**src/rtl/mt6835_spi_emulator_pkg.sv**
```systemverilog
`default_nettype none
// ============================================================================
// mt6835_spi_emulator_pkg : shared FSM states and frame constants
// Revision: 1.0
// ============================================================================
package mt6835_spi_emulator_pkg;

  typedef enum logic [1:0] {
    ST_IDLE = 2'd0,
    ST_CMD  = 2'd1,
    ST_DATA = 2'd2,
    ST_TAIL = 2'd3
  } state_e;

  localparam logic [7:0]  CMD_READ_DEFAULT = 8'h83;
  localparam int unsigned DATA_W_DEFAULT   = 16;
  localparam int unsigned CMD_W            = 8;

  function automatic int unsigned frame_len(input int unsigned data_w);
    return CMD_W + data_w;
  endfunction

endpackage
`default_nettype wire

```
**src/rtl/mt6835_spi_emulator_pin_sync.sv**
```systemverilog
`default_nettype none
// ============================================================================
// spi_pin_sync : multi-flop synchronizer with rise/fall detection
// Revision: 1.0
// ============================================================================
module spi_pin_sync #(
  parameter int unsigned STAGES    = 2,
  parameter logic        RESET_VAL = 1'b0
) (
  input  logic clk,
  input  logic rst,
  input  logic pin_i,
  output logic level_o,
  output logic rise_o,
  output logic fall_o
);

  logic [STAGES-1:0] sync_q;
  logic              prev_q;
  logic [STAGES:0]   vld_q;

  // Edges are held off until the chain has been refilled from the pin since
  // reset, so a level already present at reset release never looks like an edge.
  always_ff @(posedge clk or posedge rst) begin
    if (rst) begin
      sync_q <= {STAGES{RESET_VAL}};
      prev_q <= RESET_VAL;
      vld_q  <= '0;
    end else begin
      sync_q <= {sync_q[STAGES-2:0], pin_i};
      prev_q <= sync_q[STAGES-1];
      vld_q  <= {vld_q[STAGES-1:0], 1'b1};
    end
  end

  assign level_o = sync_q[STAGES-1];
  assign rise_o  = vld_q[STAGES] &  sync_q[STAGES-1] & ~prev_q;
  assign fall_o  = vld_q[STAGES] & ~sync_q[STAGES-1] &  prev_q;

endmodule
`default_nettype wire

```
**src/rtl/mt6835_spi_emulator.sv**
```systemverilog
`default_nettype none
// ============================================================================
// mt6835_spi_emulator : SPI mode-3 slave emulating the MT6835 angle read
// Revision: 1.0
// ============================================================================
module mt6835_spi_emulator
  import mt6835_spi_emulator_pkg::*;
#(
  parameter logic [7:0]  CMD_READ    = CMD_READ_DEFAULT,
  parameter int unsigned DATA_W      = DATA_W_DEFAULT,
  parameter int unsigned SYNC_STAGES = 2
) (
  input  logic              clk,
  input  logic              rst,
  input  logic [DATA_W-1:0] angle_in,
  input  logic              csn,
  input  logic              sck,
  input  logic              mosi,
  output logic              miso,
  output logic              miso_oe,
  output logic [7:0]        cmd_byte,
  output logic              cmd_valid,
  output logic              frame_done,
  output logic              frame_err
);

  localparam int unsigned FRAME_LEN = frame_len(DATA_W);
  localparam int unsigned CNT_W     = $clog2(FRAME_LEN + 1);
  localparam logic [CNT_W-1:0] CNT_MAX   = '1;
  localparam logic [CNT_W-1:0] CNT_CMD   = CNT_W'(CMD_W);
  localparam logic [CNT_W-1:0] CNT_FRAME = CNT_W'(FRAME_LEN);

  logic csn_lvl, csn_rise, csn_fall;
  logic sck_lvl, sck_rise, sck_fall;
  logic mosi_lvl, mosi_rise, mosi_fall;
  logic unused_sync;

  spi_pin_sync #(.STAGES(SYNC_STAGES), .RESET_VAL(1'b1)) u_sync_csn (
    .clk(clk), .rst(rst), .pin_i(csn),
    .level_o(csn_lvl), .rise_o(csn_rise), .fall_o(csn_fall));

  spi_pin_sync #(.STAGES(SYNC_STAGES), .RESET_VAL(1'b1)) u_sync_sck (
    .clk(clk), .rst(rst), .pin_i(sck),
    .level_o(sck_lvl), .rise_o(sck_rise), .fall_o(sck_fall));

  spi_pin_sync #(.STAGES(SYNC_STAGES), .RESET_VAL(1'b0)) u_sync_mosi (
    .clk(clk), .rst(rst), .pin_i(mosi),
    .level_o(mosi_lvl), .rise_o(mosi_rise), .fall_o(mosi_fall));

  assign unused_sync = ^{csn_lvl, sck_lvl, sck_fall, mosi_rise, mosi_fall};

  state_e            state_q,    state_d;
  logic [CNT_W-1:0]  bit_cnt_q,  bit_cnt_d;
  logic [7:0]        rx_q,       rx_d;
  logic [DATA_W-1:0] tx_q,       tx_d;
  logic [DATA_W-1:0] shift_q,    shift_d;
  logic              miso_q,     miso_d;
  logic              oe_q,       oe_d;
  logic [7:0]        cmd_byte_q, cmd_byte_d;
  logic              cmd_vld_q,  cmd_vld_d;
  logic              done_q,     done_d;
  logic              err_q,      err_d;
  logic [CNT_W-1:0]  cnt_inc;
  logic [7:0]        rx_shift;

  always_ff @(posedge clk or posedge rst) begin
    if (rst) begin
      state_q    <= ST_IDLE;
      bit_cnt_q  <= '0;
      rx_q       <= '0;
      tx_q       <= '0;
      shift_q    <= '0;
      miso_q     <= 1'b0;
      oe_q       <= 1'b0;
      cmd_byte_q <= '0;
      cmd_vld_q  <= 1'b0;
      done_q     <= 1'b0;
      err_q      <= 1'b0;
    end else begin
      state_q    <= state_d;
      bit_cnt_q  <= bit_cnt_d;
      rx_q       <= rx_d;
      tx_q       <= tx_d;
      shift_q    <= shift_d;
      miso_q     <= miso_d;
      oe_q       <= oe_d;
      cmd_byte_q <= cmd_byte_d;
      cmd_vld_q  <= cmd_vld_d;
      done_q     <= done_d;
      err_q      <= err_d;
    end
  end

  always_comb begin
    state_d    = state_q;
    bit_cnt_d  = bit_cnt_q;
    rx_d       = rx_q;
    tx_d       = tx_q;
    shift_d    = shift_q;
    miso_d     = miso_q;
    oe_d       = oe_q;
    cmd_byte_d = cmd_byte_q;
    cmd_vld_d  = 1'b0;
    done_d     = 1'b0;
    err_d      = 1'b0;
    cnt_inc    = (bit_cnt_q == CNT_MAX) ? bit_cnt_q : bit_cnt_q + 1'b1;
    rx_shift   = {rx_q[6:0], mosi_lvl};

    // csn edges take priority, so an sck rise coincident with csn rise is dropped.
    if (csn_fall) begin
      state_d   = ST_CMD;
      tx_d      = angle_in;
      bit_cnt_d = '0;
      miso_d    = 1'b0;
      oe_d      = 1'b1;
    end else if (csn_rise) begin
      if (state_q != ST_IDLE) begin
        state_d = ST_IDLE;
        oe_d    = 1'b0;
        miso_d  = 1'b0;
        done_d  = (bit_cnt_q >= CNT_FRAME);
        err_d   = (bit_cnt_q <  CNT_FRAME);
      end
    end else if (sck_rise && (state_q != ST_IDLE)) begin
      bit_cnt_d = cnt_inc;
      unique case (state_q)
        ST_CMD: begin
          rx_d = rx_shift;
          if (cnt_inc == CNT_CMD) begin
            cmd_byte_d = rx_shift;
            cmd_vld_d  = 1'b1;
            state_d    = ST_DATA;
            shift_d    = (rx_shift == CMD_READ) ? tx_q : '0;
            miso_d     = shift_d[DATA_W-1];
          end
        end
        ST_DATA: begin
          shift_d = {shift_q[DATA_W-2:0], 1'b0};
          miso_d  = shift_q[DATA_W-2];
          if (cnt_inc == CNT_FRAME) state_d = ST_TAIL;
        end
        ST_TAIL: miso_d = 1'b0;
        default: ;
      endcase
    end
  end

  assign miso       = miso_q;
  assign miso_oe    = oe_q;
  assign cmd_byte   = cmd_byte_q;
  assign cmd_valid  = cmd_vld_q;
  assign frame_done = done_q;
  assign frame_err  = err_q;

endmodule
`default_nettype wire
```
**config.mk**
```make
export PLATFORM = sky130hd
export DESIGN_NAME = mt6835_spi_emulator
export DESIGN_NICKNAME = d
export VERILOG_FILES = /design/src/rtl/mt6835_spi_emulator_pkg.sv /design/src/rtl/mt6835_spi_emulator_pin_sync.sv /design/src/rtl/mt6835_spi_emulator.sv
export SDC_FILE = /design/constraint.sdc
export NUM_CORES = 1
export LEC_CHECK = 0
export CAP_MARGIN = 20
export CORE_UTILIZATION = 59
export DETAILED_ROUTE_END_ITERATION = 8
export PLACE_DENSITY = 0.81
export SETUP_SLACK_MARGIN = 0.02
export SLEW_MARGIN = 20
export SYNTH_ARGS = -nofsm -noshare
export SYNTH_HDL_FRONTEND = slang
export SYNTH_SLANG_ARGS = --single-unit
```
**constraint.sdc**
```tcl
create_clock -name clk -period 7.24 [get_ports clk]
set_clock_uncertainty 0.15 [all_clocks]
set_input_delay 1.81 -clock clk [delete_from_list [all_inputs] [get_ports clk]]
set_output_delay 1.81 -clock clk [all_outputs]
set_load 0.01 [all_outputs]
```
==> metrics, run 1 <==
clk sink count 69; post-synthesis cell area 2910 µm²; DRT Pass-1 Iters 4; post-synthesis sequential area ratio 59.5%; status finished clean; Post-synth ARST share 100%; CTS clock-pin slew for the worst setup and hold paths 0.07 ns; Worst Setup Start Kind flop; multiplexer area fraction after synthesis 13.1%; final wirelength 4740 µm; post-route ant nets 0; hold slack 0.200 ns; CP Depth 1; Tcrit/Tclk final 44.3%; Synth Area in Adders 2.92%; WP buf/inv 1; io pins 34; detailed placement HPWL 3140 µm; layout cells sized above 1 23.2%; combinational family with the most area after synthesis multiplexers; Worst Path Arrival 1.25 ns; GRT Total Usage 21.0%; Post-Synth Simple-Gate Area 8.84%; synth unique cells 42; DIE HEIGHT 72.3 µm; vias per cell 5.43; RSZ-0062 raised after global routing false; WP data required 5.28 ns; clk root buf clkbuf_8; post-CTS sizing 0; Synth Flop Type dfrtp_1; most frequent cells in the layout dfrtp_1 (63), clkdlybuf4s50_1 (33), mux2_2 (32); Worst path slowest cell clkdlybuf4s50_1; routability-driven placement congestion ratio 0.863; setup tns final 0 ns; site row count 25; pin slew with the least headroom to its limit 0.811 ns; Chip Width 72.3 µm; Compound-Gate Fraction of Synth Area 12.8%; number of flops mapped to enable cells by yosys 0; crit path max fanout 3; diodes inserted 0; CTS tree yes; P&R area growth vs syn 20.4%; Port Buf Inserts 33; DRC 0; Initial Util 61.7%; htree depth 3; most common cell after layout, fill and taps aside dfrtp_1; core area 4720 µm²; relative slew slack 45.9%; Max clock buf depth 2; reg-to-reg slack, setup 4.53 ns; CTS Hold Bufs 0; reg2reg path depth 8; DR vias 1906; Leak 1.53 nW; Worst Setup Path Type reg -> out; total gr overflow 0; synthesized net count 268; maximum vdd drop 0.182 mV; CP peak stage delay 0.54 ns; cells after synthesis 241; largest net degree at the start of global routing 70; Fin. Hold Viols 0; global-route wire length before repair 8270 µm; nets 306; crit path capture type primary output; setup violators final 0; die footprint 5220 µm²; synthesized flop and latch total 69; clk_lat worst skew 0.34 ns; DRT iter0 DRCs 107; synth warn 0; Layout fillers 358; Mapped Avg Cell Area 12.1 µm²; vias in the first global route 1889; worst hold stages 0; Slew Limit Fails 0; CTS Buf Count 9; Layout Utilization 74.3%; CP top delay family buffers and inverters; crit path time final 3.21 ns; power per cell area 284 nW/µm²; Hold Path Class reg -> reg; # Max-Cap Violations 0; initial antenna violation count 0; Post-CTS Setup Inserts 0; crit path cell chain clkdlybuf4s50_1; fraction of synthesized cell area in xor and xnor cells 0%; fmax 312 MHz; per-cell routed wire length 13.5 µm
[sequential cells by signal (all words and copies together) (netlist names)]
signal	cells
u_sync_sck.vld_q	1
cmd_valid	1
bit_cnt_q	5
shift_q	15
u_sync_sck.prev_q	1
frame_err	1
u_sync_csn.vld_q	2
cmd_byte	8
state_q	2
tx_q	16
frame_done	1
miso	1
u_sync_csn.prev_q	1
u_sync_sck.sync_q	2
miso_oe	1
u_sync_mosi.sync_q	2
u_sync_csn.sync_q	2
rx_q	7
[layer usage]
layer  vias to the layer above  share of wire, %  global-route usage, %
li1                        930                 -                      -
met1                       927                46                   26.7
met2                        45                49                   33.6
met3                         4               3.9                   6.25
met4                         0              0.91                   8.71
met5                         -                 0                      0
[cells in the mapped netlist (2+ instances only)]
master,instances,share of area [%]
a22oi_1,14,3.6
a22o_1,2,0.60
o21ai_1,3,0.52
dfrtp_1,63,54
inv_1,10,1.3
nand2b_1,2,0.43
buf_4,2,0.52
a21oi_1,23,4.0
nand3_1,4,0.69
ha_1,6,2.6
nor2_1,19,2.4
mux2_2,32,12
o21ai_0,7,1.2
dfstp_2,6,5.4
nor3_1,2,0.34
a21boi_0,2,0.52
nand2_1,13,1.7
clkbuf_1,6,0.77
or2_2,2,0.43
[cell families (layout without fill, tap and decap cells)]
family / Yosys count / in the layout
simple gates: 53 / 53
fa+ha+maj: 7 / 7
buf+inv: 19 / 62
compound gates: 58 / 58
flops: 69 / 69
other cells: 1 / 1
mux: 34 / 34
[through the flow]
| step | cell area (µm²) | std cells | power [mW] | setup WS, ns |
|---|---|---|---|---|
| floorplan | 2910 | 241 | 0.636 | 3.55 |
| global placement | 3310 | 335 | 0.681 | 4.11 |
| detailed placement | 3310 | 335 | 0.695 | 4.11 |
| CTS | 3510 | 351 | 1.00 | 4.02 |
| global route | 3510 | 351 | 1.05 | 3.97 |
| finish | 3510 | 351 | 0.996 | 4.03 |
[cell type report]
| type | count | area (µm²) | area share (%) |
|---|---|---|---|
| sequential | 69 | 1730 | 49.4 |
| multi-input combinational | 153 | 1100 | 31.4 |
| timing repair buffer | 36 | 353 | 10.1 |
| clock buffer | 10 | 138 | 3.92 |
| tap | 67 | 83.8 | 2.39 |
| clock inverter | 6 | 61.3 | 1.75 |
| inverter | 10 | 37.5 | 1.07 |
[power breakdown]
group | switching [mW] | internal [mW]
registers | 0.0446 | 0.454
clock network | 0.140 | 0.168
logic | 0.0989 | 0.0901
total | 0.284 | 0.712
[final timing paths]
| check | endpoint | start |
|---|---|---|
| worst max-delay path | miso_oe | miso_oe$_DFFE_PP0P_ |
| worst min-delay path | u_sync_csn.vld_q[2]$_DFF_PP0_ | u_sync_sck.vld_q[1]$_DFF_PP0_ |
| worst max register to register | cmd_byte[1]$_DFFE_PP0P_ | state_q[0]$_DFFE_PP0P_ |
| worst min register to register | u_sync_csn.vld_q[2]$_DFF_PP0_ | u_sync_sck.vld_q[1]$_DFF_PP0_ |
| max in group asynchronous | frame_done$_DFF_PP0_ | rst |
| min in group asynchronous | cmd_byte[1]$_DFFE_PP0P_ | rst |
Note: power is estimated with default switching activity, not from simulation.
==> inputs of run 2 (changes only) <==
--- a/config.mk
+++ b/config.mk
@@ -6,9 +6,9 @@
 export NUM_CORES = 1
 export LEC_CHECK = 0
 export CAP_MARGIN = 20
-export CORE_UTILIZATION = 59
+export CORE_UTILIZATION = 55
 export DETAILED_ROUTE_END_ITERATION = 8
-export PLACE_DENSITY = 0.81
+export PLACE_DENSITY = 0.77
 export SETUP_SLACK_MARGIN = 0.02
 export SLEW_MARGIN = 20
 export SYNTH_ARGS = -nofsm -noshare
==> constraint.sdc (replaced) <==
create_clock -name clk -period 3.35 [get_ports clk]
set_clock_uncertainty 0.15 [all_clocks]
set_input_delay 0.8375 -clock clk [delete_from_list [all_inputs] [get_ports clk]]
set_output_delay 0.8375 -clock clk [all_outputs]
set_load 0.01 [all_outputs]
==> metrics, run 2 (same netlist as run 1, synthesis figures left out) <==
diodes inserted 0; fmax 377 MHz; global-route wire length before repair 8400 µm; DIE HEIGHT 74.8 µm; Chip Width 74.8 µm; Max clock buf depth 2; Port Buf Inserts 33; Layout Utilization 69.0%; most frequent cells in the layout dfrtp_1 (63), clkdlybuf4s50_1 (33), mux2_2 (32); largest net degree at the start of global routing 44; Initial Util 57.1%; htree depth 3; total gr overflow 0; Design Power 2.16 mW; CTS Hold Bufs 0; Seq pwr share 49.9%; relative slew slack 44.8%; site row count 26; Hold Path Class reg -> reg; reg-to-reg slack, setup 0.70 ns; DRC 0; Worst Setup SP bit_cnt_q[1]$_DFFE_PP0P_; detailed placement HPWL 3300 µm; # Max-Cap Violations 0; power per cell area 613 nW/µm²; pin slew with the least headroom to its limit 0.825 ns; Worst Path Arrival 2.74 ns; crit path capture type flop; max FFs per register 16; RSZ-0062 raised after global routing false; Worst Setup Path Type reg -> reg; DRT iter0 DRCs 79; Power Internal 1.54 mW; initial antenna violation count 0; Biggest register tx_q; Leak 1.53 nW; WP data required 3.43 ns; maximum vdd drop 0.424 mV; vias in the first global route 1838; post-route ant nets 0; setup tns final 0 ns; setup ws final 0.696 ns; Hold Startpoint u_sync_mosi.sync_q[0]$_DFF_PP0_; DR vias 1934; layout cells sized above 1 23.2%; combinational power share 18.8%; sw frac 28.7%; CTS Buf Count 9; CTS clock-pin slew for the worst setup and hold paths 0.07 ns; GRT Total Usage 20.6%; routability-driven placement congestion ratio 0.829; CTS tree yes; clk sink count 69; Place WS 0.749 ns; switching power total 0.620 mW; status finished clean; setup violators final 0; clk root buf clkbuf_8; Tcrit/Tclk final 79.2%; post-CTS sizing 0; Slew Limit Fails 0; Post-CTS Setup Inserts 0; core area 5110 µm²; Worst Setup Start Kind flop; Fin. Hold Viols 0; most common cell after layout, fill and taps aside dfrtp_1; crit path max fanout 7; P&R area growth vs syn 20.9%; crit path time final 2.65 ns; die footprint 5590 µm²; final wirelength 5010 µm; clock share of power 31.3%; clk_lat worst skew 0.35 ns; nets 306; io pins 34; vias per cell 5.46; per-cell routed wire length 14.2 µm; DRT Pass-1 Iters 4; Critical R2R Launch bit_cnt_q[1]$_DFFE_PP0P_
-- run 2: through the flow --
stage | hold WS [ns] | instances | area [µm²]
after floorplan | 0.181 | 241 | 2910
after global placement | 0.183 | 338 | 3320
after detailed placement | 0.194 | 338 | 3320
after CTS | 0.208 | 354 | 3520
after global routing | 0.210 | 354 | 3520
final | 0.201 | 354 | 3520
-- run 2: final cells by class --
cell class / instances / area [µm²]
multi-input cells: 153 / 1100
well taps: 70 / 87.6
inverters: 10 / 37.5
clock buffers: 10 / 138
repair buffers: 36 / 365
flip-flops and latches: 69 / 1730
fillers: 413 / 1580
clock inverters: 6 / 61.3
-- run 2: final timing paths --
check                                                   to  depth (start not counted)
max                                 state_q[0]$_DFFE_PP0P_                          7
min in group asynchronous              rx_q[2]$_DFFE_PP0P_                          2
max reg2reg                         state_q[0]$_DFFE_PP0P_                          7
max in group asynchronous   u_sync_csn.sync_q[0]$_DFF_PP1_                          3
min                        u_sync_mosi.sync_q[1]$_DFF_PP0_                          0
min reg2reg                u_sync_mosi.sync_q[1]$_DFF_PP0_                          0
-- run 2: routing by layer --
layer	track usage, %	routed length [µm]	vias to the layer above
li1	-	-	928
met1	27.4	2280	958
met2	31.6	2460	38
met3	6.02	174	10
met4	8.81	95	0
met5	0	0	-
-- run 2: critical path, cell delays in order, from the launching register on --
cell,delay [ns]
dfrtp_1,0.45
ha_1,0.31
nand4_1,0.20
mux2i_1,0.30
nand2_1,0.09
a2111oi_0,0.50
o21ai_1,0.20
mux2_1,0.34
-- run 2: power by group through the flow --
stage,clock [mW],sequential [mW],combinational (mW)
floorplan,0,1.07,0.309
global placement,0,1.08,0.395
detailed placement,0,1.09,0.407
CTS,0.690,1.08,0.411
global route,0.720,1.10,0.471
finish,0.676,1.08,0.405
==> inputs of run 3 (changes only) <==
==> constraint.sdc (replaced) <==
create_clock -name clk -period 2.7 [get_ports clk]
set_clock_uncertainty 0.15 [all_clocks]
set_input_delay 0.675 -clock clk [delete_from_list [all_inputs] [get_ports clk]]
set_output_delay 0.675 -clock clk [all_outputs]
set_load 0.01 [all_outputs]
==> metrics, run 3 (same netlist as run 1, synthesis figures left out) <==
most frequent cells in the layout dfrtp_1 (63), clkdlybuf4s50_1 (33), mux2_2 (32); vias per cell 5.47; Worst Setup SP bit_cnt_q[0]$_DFFE_PP0P_; initial antenna violation count 0; layout cells sized above 1 24.7%; maximum vdd drop 0.474 mV; DR vias 1954; io pins 34; sw frac 28.4%; Power Internal 1.95 mW; sequential cell area 1730 µm²; Seq pwr share 49.3%; clk root buf clkbuf_8; power per cell area 760 nW/µm²; Critical R2R Launch bit_cnt_q[0]$_DFFE_PP0P_; clk sink count 69; setup violators final 0; RSZ-0062 raised after global routing false; Layout Utilization 70.0%; Max clock buf depth 2; DRT Pass-1 Iters 4; # Max-Cap Violations 0; clk_lat worst skew 0.34 ns; CTS clock-pin slew for the worst setup and hold paths 0.07 ns; diodes inserted 0; total gr overflow 0; combinational power share 19.1%; Design Power 2.72 mW; max FFs per register 16; die footprint 5590 µm²; DRT iter0 DRCs 121; vias in the first global route 1870; setup tns final 0 ns; clock share of power 31.5%; nets 309; DIE HEIGHT 74.8 µm; crit path capture type flop; Fin. Hold Viols 0; Layout fillers 396; global-route wire length before repair 8580 µm; Chip Width 74.8 µm; Hold Startpoint u_sync_csn.vld_q[0]$_DFF_PP0_; htree depth 3; per-cell routed wire length 14.4 µm; Slew Limit Fails 0; WP data required 2.77 ns; crit path max fanout 7; GRT Total Usage 21.3%; CTS tree yes; routability-driven placement congestion ratio 0.808; Worst Setup Start Kind flop; Multi-input gate area 1110 µm²; switching power total 0.772 mW; Worst Setup Path Type reg -> reg; status finished clean; Initial Util 57.1%; final wirelength 5140 µm; fin cells 357; Port Buf Inserts 33; Hold Path Class reg -> reg; pin slew with the least headroom to its limit 0.552 ns; P&R area growth vs syn 22.7%; fmax 401 MHz; relative slew slack 62.9%; most common cell after layout, fill and taps aside dfrtp_1; crit path time final 2.49 ns; core area 5110 µm²; CTS Buf Count 9; Worst Path Arrival 2.57 ns; detailed placement HPWL 3380 µm; Tcrit/Tclk final 92.3%; site row count 26; largest net degree at the start of global routing 70; post-route ant nets 0; DRC 0; Post-CTS Setup Inserts 0; Leak 1.55 nW; Biggest register tx_q; DP Cell Count 341
-- run 3: changes by cell type in the layout (fill, tap and decap cells not counted), sizes merged --
cell and delta:
inv -1, clkbuf +1, clkinv -1, clkinvlp +1, buf +3
-- run 3: power groups by stage --
stage | combinational (mW) | clock (mW) | sequential (mW)
floorplan | 0.383 | 0 | 1.32
global placement | 0.499 | 0 | 1.34
detailed placement | 0.519 | 0 | 1.36
CTS | 0.521 | 0.876 | 1.34
global route | 0.594 | 0.926 | 1.36
finish | 0.520 | 0.858 | 1.34
-- run 3: cell type report --
cell class	instances	area share, %
clock buffer	11	4.23
clock inverter	5	1.64
inverter	10	1.05
multi-input combinational	153	30.9
sequential	69	48.5
tap	70	2.45
timing repair buffer	39	11.2
-- run 3: path summary, 6_finish.rpt --
| kind | slack, ns | depth (start not counted) | endpoint |
|---|---|---|---|
| max in group asynchronous | 1.49 | 3 | u_sync_sck.prev_q$_DFF_PP1_ |
| worst max-delay path | 0.21 | 7 | miso$_DFFE_PP0P_ |
| worst min register to register | 0.21 | 0 | u_sync_sck.vld_q[1]$_DFF_PP0_ |
| min in group asynchronous | 0.56 | 3 | cmd_byte[1]$_DFFE_PP0P_ |
| worst max register to register | 0.21 | 7 | miso$_DFFE_PP0P_ |
| worst min-delay path | 0.21 | 0 | u_sync_sck.vld_q[1]$_DFF_PP0_ |
-- run 3: per-layer routing --
metal / vias up / track usage [%] / share of wire, % / wire length (µm)
met4: 0 / 10.1 / 0.78 / 40
met5: - / 0 / 0 / 0
li1: 936 / - / - / -
met2: 44 / 33.7 / 51 / 2600
met1: 970 / 27.5 / 45 / 2310
met3: 4 / 5.62 / 3.8 / 193
-- run 3: per-stage QoR --
stage / setup slack, ns / instance area, µm² / hold WS [ns]
2_1_floorplan: 0.145 / 2910 / 0.181
3_3_place_gp: 0.216 / 3360 / 0.181
3_5_place_dp: 0.117 / 3360 / 0.190
4_1_cts: 0.0711 / 3570 / 0.207
5_1_grt: 0.0259 / 3580 / 0.215
6_report: 0.208 / 3580 / 0.208
-- run 3: what timing repair did --
item                       in CTS  in global routing
hold buffers                    0                  0
gates resized for setup         0                  3
setup endpoints to repair       0                 10
-- run 3: critical path, stage by stage (launching register included) --
cell and delay [ns]:
dfrtp_1 0.44, ha_2 0.26, or2_1 0.24, a2111oi_2 0.40, nand3_2 0.18, o21ai_2 0.17
a21boi_1 0.19, mux2_2 0.35
